--- src/rtl/mlp_layer_sequencer_if.sv ---
// Bus bundle between the MLP layer sequencer, the feature front-end, the
// shared layer datapath and the result consumer. master = sequencer side.
// Optional perf_cycles signal exists only when MLP_SEQ_PERF_EN is defined.
interface mlp_layer_sequencer_if;
  // feature input handshake
  logic         in_valid;
  logic         in_ready;
  logic [63:0]  in_data;
  // shared layer datapath
  logic [1:0]   dp_layer_sel;
  logic         dp_valid_in;
  logic [63:0]  dp_x;
  logic [127:0] dp_y;
  logic         dp_valid_out;
  // result handshake
  logic         out_valid;
  logic         out_ready;
  logic [2:0]   out_class;
  logic [15:0]  out_score;
  logic         out_err;
  logic         busy;
`ifdef MLP_SEQ_PERF_EN
  logic [15:0]  perf_cycles;
`endif

  modport master (
    input  in_valid, in_data, dp_y, dp_valid_out, out_ready,
    output in_ready, dp_layer_sel, dp_valid_in, dp_x,
           out_valid, out_class, out_score, out_err, busy
`ifdef MLP_SEQ_PERF_EN
    , output perf_cycles
`endif
  );

  modport slave (
    output in_valid, in_data, dp_y, dp_valid_out, out_ready,
    input  in_ready, dp_layer_sel, dp_valid_in, dp_x,
           out_valid, out_class, out_score, out_err, busy
`ifdef MLP_SEQ_PERF_EN
    , input perf_cycles
`endif
  );
endinterface

--- src/rtl/mlp_layer_sequencer.sv ---
// Purpose: reuses one 8x8 layer datapath over NUM_LAYERS passes, requantizes between layers, argmax at the end.
// Latency: out_valid in cycle 1 + NUM_LAYERS*(L+2) + 8 after accept (L = datapath latency); timeout ends early with out_err.
// Backpressure: single inference in flight; in_ready only in IDLE, result held in OUT until out_ready. MLP_SEQ_PERF_EN adds perf_cycles.
module mlp_layer_sequencer #(
  parameter int NUM_LAYERS = 3,
  parameter int SHIFT      = 7,
  parameter int DP_TIMEOUT = 15
) (
  input  logic                  clk,
  input  logic                  reset,
  mlp_layer_sequencer_if.master bus
);

  typedef enum logic [2:0] {
    IDLE    = 3'd0,
    ISSUE   = 3'd1,
    WAIT    = 3'd2,
    REQUANT = 3'd3,
    ARGMAX  = 3'd4,
    OUT     = 3'd5
  } state_t;

  state_t       state_q, state_d;
  logic [63:0]  x_q, x_d;
  logic [127:0] y_q, y_d;
  logic [1:0]   layer_q, layer_d;
  logic [15:0]  tmo_q, tmo_d;
  logic [3:0]   idx_q, idx_d;
  logic [15:0]  best_q, best_d;
  logic [2:0]   best_idx_q, best_idx_d;
  logic [2:0]   class_q, class_d;
  logic [15:0]  score_q, score_d;
  logic         err_q, err_d;
  logic [63:0]  x_requant;
  logic [15:0]  y_word;

  // Arithmetic shift then clamp to the int8 range.
  function automatic logic [7:0] requant(input logic [15:0] y);
    logic signed [15:0] t;
    t = $signed(y) >>> SHIFT;
    if (t > 16'sd127)       return 8'h7F;
    else if (t < -16'sd128) return 8'h80;
    else                    return t[7:0];
  endfunction

  // Requantized next-layer input vector from the captured datapath outputs.
  always_comb begin
    x_requant = '0;
    for (int i = 0; i < 8; i++) begin
      x_requant[8*i +: 8] = requant(y_q[16*i +: 16]);
    end
  end

  // Output word currently visited by the argmax scan (idx 8 aliases word 0, unused then).
  assign y_word = y_q[{idx_q[2:0], 4'd0} +: 16];

  // Next-state and datapath-register update logic.
  always_comb begin
    state_d    = state_q;
    x_d        = x_q;
    y_d        = y_q;
    layer_d    = layer_q;
    tmo_d      = tmo_q;
    idx_d      = idx_q;
    best_d     = best_q;
    best_idx_d = best_idx_q;
    class_d    = class_q;
    score_d    = score_q;
    err_d      = err_q;
    case (state_q)
      IDLE: begin
        if (bus.in_valid) begin
          x_d     = bus.in_data;
          layer_d = 2'd0;
          state_d = ISSUE;
        end
      end
      ISSUE: begin
        tmo_d   = '0;
        state_d = WAIT;
      end
      WAIT: begin
        if (bus.dp_valid_out) begin
          y_d     = bus.dp_y;
          state_d = REQUANT;
        end else if (tmo_q == 16'(DP_TIMEOUT - 1)) begin
          class_d = '0;
          score_d = '0;
          err_d   = 1'b1;
          state_d = OUT;
        end else begin
          tmo_d = tmo_q + 16'd1;
        end
      end
      REQUANT: begin
        // x only changes on the edge into ISSUE so dp_x stays stable between issues.
        if (layer_q < 2'(NUM_LAYERS - 1)) begin
          x_d     = x_requant;
          layer_d = layer_q + 2'd1;
          state_d = ISSUE;
        end else begin
          idx_d      = 4'd1;
          best_idx_d = 3'd0;
          best_d     = y_q[15:0];
          state_d    = ARGMAX;
        end
      end
      ARGMAX: begin
        if (idx_q == 4'd8) begin
          class_d = best_idx_q;
          score_d = best_q;
          err_d   = 1'b0;
          state_d = OUT;
        end else begin
          // Strict compare: ties keep the lower index.
          if ($signed(y_word) > $signed(best_q)) begin
            best_d     = y_word;
            best_idx_d = idx_q[2:0];
          end
          idx_d = idx_q + 4'd1;
        end
      end
      OUT: begin
        if (bus.out_ready) state_d = IDLE;
      end
      default: state_d = IDLE;
    endcase
  end

  // State and working registers; reset aborts any inference in flight.
  always_ff @(posedge clk or negedge reset) begin
    if (!reset) begin
      state_q    <= IDLE;
      x_q        <= '0;
      y_q        <= '0;
      layer_q    <= '0;
      tmo_q      <= '0;
      idx_q      <= '0;
      best_q     <= '0;
      best_idx_q <= '0;
      class_q    <= '0;
      score_q    <= '0;
      err_q      <= 1'b0;
    end else begin
      state_q    <= state_d;
      x_q        <= x_d;
      y_q        <= y_d;
      layer_q    <= layer_d;
      tmo_q      <= tmo_d;
      idx_q      <= idx_d;
      best_q     <= best_d;
      best_idx_q <= best_idx_d;
      class_q    <= class_d;
      score_q    <= score_d;
      err_q      <= err_d;
    end
  end

  // in_ready is gated by reset so it reads 0 while reset is held.
  assign bus.in_ready     = (state_q == IDLE) && reset;
  assign bus.dp_valid_in  = (state_q == ISSUE);
  assign bus.dp_x         = x_q;
  assign bus.dp_layer_sel = layer_q;
  assign bus.out_valid    = (state_q == OUT);
  assign bus.out_class    = class_q;
  assign bus.out_score    = score_q;
  assign bus.out_err      = err_q;
  assign bus.busy         = (state_q != IDLE);

`ifdef MLP_SEQ_PERF_EN
  logic [15:0] perf_cnt_q, perf_cnt_d;
  logic [15:0] perf_q, perf_d;
  logic [15:0] perf_inc;

  assign perf_inc = (perf_cnt_q == 16'hFFFF) ? perf_cnt_q : perf_cnt_q + 16'd1;

  // Cycle count from accept (cycle 1 = ISSUE) latched on the edge into OUT.
  always_comb begin
    perf_cnt_d = perf_cnt_q;
    perf_d     = perf_q;
    if (state_q == IDLE && bus.in_valid) begin
      perf_cnt_d = 16'd1;
    end else if (state_q != IDLE && state_q != OUT) begin
      perf_cnt_d = perf_inc;
    end
    if (state_q != OUT && state_d == OUT) begin
      perf_d = perf_inc;
    end
  end

  // Performance counter registers.
  always_ff @(posedge clk or negedge reset) begin
    if (!reset) begin
      perf_cnt_q <= '0;
      perf_q     <= '0;
    end else begin
      perf_cnt_q <= perf_cnt_d;
      perf_q     <= perf_d;
    end
  end

  assign bus.perf_cycles = perf_q;
`endif

endmodule
--- src/flat_wrapper.sv ---
// flat-port wrapper written by rule: the top's interface ports become plain ports
module mlp_layer_sequencer_flat 
#(
  parameter int NUM_LAYERS = 3,
  parameter int SHIFT      = 7,
  parameter int DP_TIMEOUT = 15
)
  (clk, reset, bus_in_valid, bus_in_data, bus_dp_y, bus_dp_valid_out, bus_out_ready, bus_in_ready, bus_dp_layer_sel, bus_dp_valid_in, bus_dp_x, bus_out_valid, bus_out_class, bus_out_score, bus_out_err, bus_busy);
  mlp_layer_sequencer_if bus_i ();
  input  logic clk;
  input  logic reset;
  input wire logic [$bits(bus_i.in_valid)-1:0] bus_in_valid;
  input wire logic [$bits(bus_i.in_data)-1:0] bus_in_data;
  input wire logic [$bits(bus_i.dp_y)-1:0] bus_dp_y;
  input wire logic [$bits(bus_i.dp_valid_out)-1:0] bus_dp_valid_out;
  input wire logic [$bits(bus_i.out_ready)-1:0] bus_out_ready;
  output wire logic [$bits(bus_i.in_ready)-1:0] bus_in_ready;
  output wire logic [$bits(bus_i.dp_layer_sel)-1:0] bus_dp_layer_sel;
  output wire logic [$bits(bus_i.dp_valid_in)-1:0] bus_dp_valid_in;
  output wire logic [$bits(bus_i.dp_x)-1:0] bus_dp_x;
  output wire logic [$bits(bus_i.out_valid)-1:0] bus_out_valid;
  output wire logic [$bits(bus_i.out_class)-1:0] bus_out_class;
  output wire logic [$bits(bus_i.out_score)-1:0] bus_out_score;
  output wire logic [$bits(bus_i.out_err)-1:0] bus_out_err;
  output wire logic [$bits(bus_i.busy)-1:0] bus_busy;
  assign bus_i.in_valid = bus_in_valid;
  assign bus_i.in_data = bus_in_data;
  assign bus_i.dp_y = bus_dp_y;
  assign bus_i.dp_valid_out = bus_dp_valid_out;
  assign bus_i.out_ready = bus_out_ready;
  assign bus_in_ready = bus_i.in_ready;
  assign bus_dp_layer_sel = bus_i.dp_layer_sel;
  assign bus_dp_valid_in = bus_i.dp_valid_in;
  assign bus_dp_x = bus_i.dp_x;
  assign bus_out_valid = bus_i.out_valid;
  assign bus_out_class = bus_i.out_class;
  assign bus_out_score = bus_i.out_score;
  assign bus_out_err = bus_i.out_err;
  assign bus_busy = bus_i.busy;
  mlp_layer_sequencer #(.NUM_LAYERS(NUM_LAYERS), .SHIFT(SHIFT), .DP_TIMEOUT(DP_TIMEOUT)) u_core (.clk(clk), .reset(reset), .bus(bus_i));
endmodule
--- config.mk ---
export PLATFORM = sky130hd
export DESIGN_NAME = mlp_layer_sequencer_flat
export DESIGN_NICKNAME = d
export VERILOG_FILES = /design/src/rtl/mlp_layer_sequencer_if.sv /design/src/rtl/mlp_layer_sequencer.sv /design/src/flat_wrapper.sv
export SDC_FILE = /design/constraint.sdc
export NUM_CORES = 1
export LEC_CHECK = 0
export ABC_AREA = 1
export BUFFER_PORTS_ARGS = -buffer_cell sky130_fd_sc_hd__buf_2
export CORE_ASPECT_RATIO = 1.4
export CORE_UTILIZATION = 35
export CTS_BUF_LIST = sky130_fd_sc_hd__clkbuf_16
export CTS_CLUSTER_SIZE = 12
export DETAILED_ROUTE_END_ITERATION = 6
export GPL_ROUTABILITY_DRIVEN = 0
export PLACE_DENSITY = 0.61
export SKIP_LAST_GASP = 1
export SLEW_MARGIN = 20
export SYNTH_ARGS = -nofsm -noshare
export SYNTH_HDL_FRONTEND = slang
export SYNTH_SLANG_ARGS = --single-unit
--- constraint.sdc ---
create_clock -name clk -period 2.9 [get_ports clk]
set_input_delay 0.435 -clock clk [delete_from_list [all_inputs] [get_ports clk]]
set_output_delay 0.435 -clock clk [all_outputs]
set_load 0.05 [all_outputs]
**Word-level counts from Yosys, hierarchy flattened**

Index checks and enable logic that the tools add are counted.

- Flip-flop bits (word level): 256
- Word-level logic and storage cells: 120
- Output and inout bits: 90

- Mux-type cells: 55
- Shift operators: 1
- Reduce and logical (&&, ||, !) cells: 14
- Add/sub/neg operators: 3
- Eq/ne operators: 18
- $lt $le $gt $ge: 18

Operators by type and width:

| operator | number |
|---|---|
| $mux 16 | 8 |
| $mux 64 | 2 |
| $mux 8 | 16 |
| $pmux 64 s2 | 1 |
| $shiftx 128x8->16 | 1 |
| $pmux 16 s2 | 3 |
| $gt 9x8->1 const B | 8 |
| $lt 9x8->1 const B | 8 |
| $mux 3 | 12 |
| $pmux 3 s6 | 1 |
| $add 16x1->16 const B | 1 |
| $eq 16x4->1 const B | 1 |
| $gt 16x16->1 | 1 |
| $ne 2x2->1 const B | 6 |
| $pmux 3 s2 | 2 |
| $reduce_and 4->1 | 3 |
| $reduce_and 3->1 | 3 |
| $mux 4 | 2 |
| $ne 2x1->1 const B | 4 |
| $pmux 4 s2 | 1 |
| $reduce_bool 2->1 | 4 |
| $eq 3x2->1 const B | 2 |
| $eq 3x3->1 const B | 2 |
| $add 4x1->4 const B | 1 |
| other kinds (13) | 16 |

**Longest topological paths before layout**

- Depth after elaboration: 5
- Gate-level depth with buffers: 23
- Depth with buffers taken out: 20

**Worst setup path before layout**

Ideal clock, no wire load.

- Kind: reg-to-reg
- From: register u_core.idx_q[0]
- To: register u_core.best_idx_q[0]
- Period minus slack after synthesis: 2.525 ns
- Stages on the path, launching flop included: 19
- Arrival time: 2.408 ns
- Data required time: 2.783 ns
- Slack: 0.375 ns
- Cell sequence: dfrtp_1 -> buf_2 -> inv_2 -> buf_2 -> a21oi_1 -> o21ai_0 -> nand2_1 -> o21a_1 -> ha_1 -> a21oi_1 -> o21ai_0 -> a21oi_1 -> nand2_1 -> nand2_1 -> nand3_1 -> buf_4 -> buf_6 -> nand3_1 -> nand2_1

- Word-level cells in the longest chain between the ends: 4
- Elaborated cells on any way between the ends: 9

Ends and longest elaborated chain:

| element | RTL line | RTL |
|---|---|---|
| start: declaration | mlp_layer_sequencer.sv:28 | `logic [3:0] idx_q, idx_d;` |
| start signal: assignment | mlp_layer_sequencer.sv:150 | `idx_q <= idx_d;` |
| $shiftx 128x8->16 | mlp_layer_sequencer.sv:55 | `assign y_word = y_q[{idx_q[2:0], 4'd0} +: 16];` |
| $gt 16x16->1 | mlp_layer_sequencer.sv:116 | `if ($signed(y_word) > $signed(best_q)) begin` |
| $ne 2x1->1 (no line) | n/a |  |
| $reduce_and 4->1 (no line) | n/a |  |
| end signal: assignment | mlp_layer_sequencer.sv:152 | `best_idx_q <= best_idx_d;` |
| end: declaration | mlp_layer_sequencer.sv:30 | `logic [2:0] best_idx_q, best_idx_d;` |

Several ways; a longest one is shown, not always the timed one. The select of a mux whose other input is x is not followed.
A chain may end at the register's enable or synchronous reset.

**Worst setup path after layout**

- From: register u_core.idx_q[0]
- To: register u_core.best_q[10]

- Word-level cells in the longest chain between the ends: 4
- Elaborated cells on any way between the ends: 9

Ends and longest elaborated chain:

| element | RTL line | RTL |
|---|---|---|
| $shiftx 128x8->16 | mlp_layer_sequencer.sv:55 |  |
| $gt 16x16->1 or $mux 16 (tied branches) | mlp_layer_sequencer.sv:116 |  |
| $ne 2x1->1 (no line) or $mux 16 (tied branches) | n/a |  |
| $reduce_and 4->1 (no line) or $pmux 16 s2 (tied branches) | n/a |  |
| end signal: assignment | mlp_layer_sequencer.sv:151 | `best_q <= best_d;` |
| end: declaration | mlp_layer_sequencer.sv:29 | `logic [15:0] best_q, best_d;` |

Several ways; a longest one is shown, not always the timed one. The select of a mux whose other input is x is not followed.

==> reports/metrics.csv <==
metric;value;unit
status;finished, final reports clean;
fin crit share;0.937;
top-count cell post-synth;dfrtp_1;
Die X;162;um
critical path arrival;3.16;ns
Leak;0.00732;uW
initial core utilization;0.357;
GRT Overall Usage;0.220;
Num CTS Buffers;29;
Gate power share;0.500;
clock tree buffer depth;3;
drt total wl;40.3;mm
row cnt;81;
commonest register cell after synthesis;dfrtp_1;
number of detailed-route iterations in the first pass;5;
nets;1885;
Reg power frac;0.326;
Synth top area share;0.512;
FMAX;368;MHz
reg-to-reg slack, setup;0.18;ns
port bufs;286;
vias in the first global route;11037;
Simple-Gate Fraction of Synth Area;0.151;
initial antenna violation count;11;
Final Instance Count excl. Fillers;2157;
Die ar.;36500;sq um
1st-iter DRT viols;987;
Synth area leader;dfrtp_1;
synth warn;0;
max-capacitance violation count;0;
final setup violation count;0;
Post-synth EDFFs;0;
Worst-Margin Slew;0.813;ns
DRC;0;
CTS tree;yes;
net count after synthesis;1623;
area delta synth->final;23.1;%
Hold WC Path Type;input port to flip-flop;
num ports;287;
Slew Limit Fails;0;
design area;15400;sq um
clock group share of total power;0.174;
largest net degree at the start of global routing;136;
top cells by count, synth;256 x dfrtp_1, 206 x nand2_1, 176 x nor2_1;
Worst-Skew Late Latency;0.57;ns
filler instances;3564;
Max Clock Skew;0.0188;ns
pre-CTS setup slack;-0.0148;ns
clock transition at the registers of the reported paths;0.06;ns
internal power;10000;uW
slack of the critical path;0.182;ns
complex-gate fraction of the synthesized area;0.166;
Min-Delay Endpoint;u_core.y_q[91];
sequential-to-total area share from yosys stat;0.512;
RSZ-0062 raised after global routing;yes;
Post-Synth Adder-Cell Area;0.0200;
Gate Count Post-Synth;1406;
Placed Area;14400;sq um
count of different cell masters after synthesis;38;
Relative slew margins;0.458;
first-pass GRT wire length;62.1;mm
Crit. End Element;flip-flop;
r2r startpoint;u_core.idx_q[0];
Hold Startpoint;bus_dp_y[91];
CP required;3.34;ns
top post-synthesis cells by area;dfrtp_1 51%, mux2_2 8.6%, a21oi_1 6.8%;
Setup TNS Final;0;ns
setup bufs post-CTS;0;
CTS Root Cell;clkbuf_16;
PwrDens;1240;nW/um^2
post-route minimum period;2.72;ns
# placed instances;2090;
Switching Power;9030;uW
Yosys reg bits;256;
Startpoint Class;flip-flop;
FFs w/ async S/R, synth;1.00;
largest family of logic cells by synthesized area;compound AO/OA/AOI/OAI gates;
Hold Crit Depth;2;
H-tree levels;1;
Mapped Area;12500;sq um
Die Height;226;um
mux cell area share after synthesis;0.0855;
r2r endpoint;u_core.best_q[10];
routed vias;11167;
maximum vdd drop;0.628;mV
xor/xnor cell area share of the yosys netlist;0.00630;
Worst Path Max Fanout;53;
FF-to-FF path depth;17;
syn_area_per_cell;8.89;sq um
vias per cell;5.18;
total gr overflow;0;
CTS sink cnt;256;
Core ar.;35100;sq um
Antenna Violating Nets Remaining;0;
detailed placement HPWL;29.4;mm
layout cell share with drive strength beyond 1;0.280;
Hold Vio Cnt, Final;0;
Switching Share;0.474;
Crit Path Class;flip-flop to flip-flop;
WL/cell;18.7;um
## routing by layer
metal	part of all wire	track usage	up-vias
li1	-	-	5298
met1	0.41	0.281	5403
met2	0.50	0.375	382
met3	0.052	0.0263	82
met4	0.038	0.0980	2
met5	0.00020	0	-
## metrics by stage
stage	util	hold slack (ns)	power, uW
finish	0.439	0.0946	19000
global route	0.439	0.0792	20400
CTS	0.436	0.0786	19000
detailed placement	0.410	0.462	15500
global placement	0.410	0.459	15300
floorplan	-	0.139	12800
## state kept, by name (all words and copies together), names as in the netlist
register and flops:
u_core.best_q 16, u_core.best_idx_q 3, u_core.bus.out_score 16, u_core.state_q 3, u_core.bus.dp_layer_sel 2, u_core.y_q 128, u_core.bus.out_class 3, u_core.bus.out_err 1
u_core.idx_q 4, u_core.tmo_q 16, u_core.bus.dp_x 64
## how the worst max path moves through the flow
| stage | from | depth (start not counted) | endpoint |
|---|---|---|---|
| 2_1_floorplan | u_core.idx_q[0] | 18 | u_core.best_idx_q[0] |
| 3_3_place_gp | u_core.idx_q[0] | 19 | u_core.best_q[13] |
| 3_5_place_dp | u_core.idx_q[0] | 17 | u_core.best_q[5] |
| 4_1_cts | u_core.idx_q[0] | 17 | u_core.best_q[5] |
| 5_1_grt | u_core.idx_q[0] | 16 | u_core.best_q[10] |
| 6_report | u_core.idx_q[0] | 17 | u_core.best_q[10] |
## power groups by stage
stage / clock network [uW] / registers [uW] / logic [uW]
after floorplan: 0 / 7470 / 5300
after global placement: 0 / 6190 / 9100
after detailed placement: 0 / 6240 / 9290
after CTS: 3390 / 6180 / 9390
after global routing: 3540 / 6370 / 10500
final: 3320 / 6200 / 9520
## worst max-delay path, stage by stage, from the launching register on
cell and delay [ns]:
dfrtp_2 0.46, buf_12 0.21, o21ai_0 0.31, o22ai_2 0.16
nand2_1 0.08, nand2_1 0.08, ha_1 0.29, nand2_1 0.07
nand2_1 0.05, nand3_1 0.07, nand2_1 0.08, a21oi_2 0.14
nand2_1 0.07, nand2_1 0.09, nand3_4 0.11, buf_8 0.18
nand3_1 0.07, nand2_1 0.06
## placed cells by master (no fill, tap or decap), types with 6 or more instances in the layout
cell type / netlist / final
a21oi_1: 169 / 168
a31oi_1: 8 / 8
buf_12: 0 / 6
buf_2: 39 / 285
buf_4: 6 / 11
clkbuf_16: 0 / 29
clkinv_1: 1 / 6
dfrtp_1: 256 / 255
diode_2: 0 / 10
ha_1: 20 / 19
inv_1: 83 / 94
inv_2: 8 / 8
mux2_2: 95 / 95
nand2_1: 206 / 205
nand2_2: 6 / 6
nand3_1: 46 / 45
nand4_1: 6 / 6
nor2_1: 176 / 175
nor3_1: 9 / 9
o21ai_0: 157 / 156
o21ai_1: 15 / 16
o22ai_1: 23 / 20
o31ai_1: 15 / 15
xor2_1: 9 / 9
## cell families after synthesis
group	after synthesis
adder cells (fa/ha/maj)	20
buffers and inverters	170
flip-flops	256
AO/OA/AOI/OAI	394
multiplexers	95
AND/OR/NAND/NOR	462
XOR/XNOR	9
## what timing repair did
action | in CTS | in global routing
pin swaps | 0 | 1
gates resized for setup | 0 | 22
hold endpoints to repair | 21 | 0
setup endpoints to repair | 18 | 19
hold buffers | 1 | 0
gates cloned | 1 | 1
## layout make-up
| type | instances | area [sq um] | area share |
|---|---|---|---|
| multi-input combinational | 981 | 5450 | 0.354 |
| timing repair buffer | 308 | 1740 | 0.113 |
| sequential | 256 | 6410 | 0.416 |
| tap | 456 | 571 | 0.0371 |
| clock buffer | 29 | 726 | 0.0472 |
| antenna | 10 | 25.0 | 0.00163 |
| inverter | 92 | 358 | 0.0233 |
| clock inverter | 25 | 121 | 0.00789 |
Power figures use the tool's default switching activity.
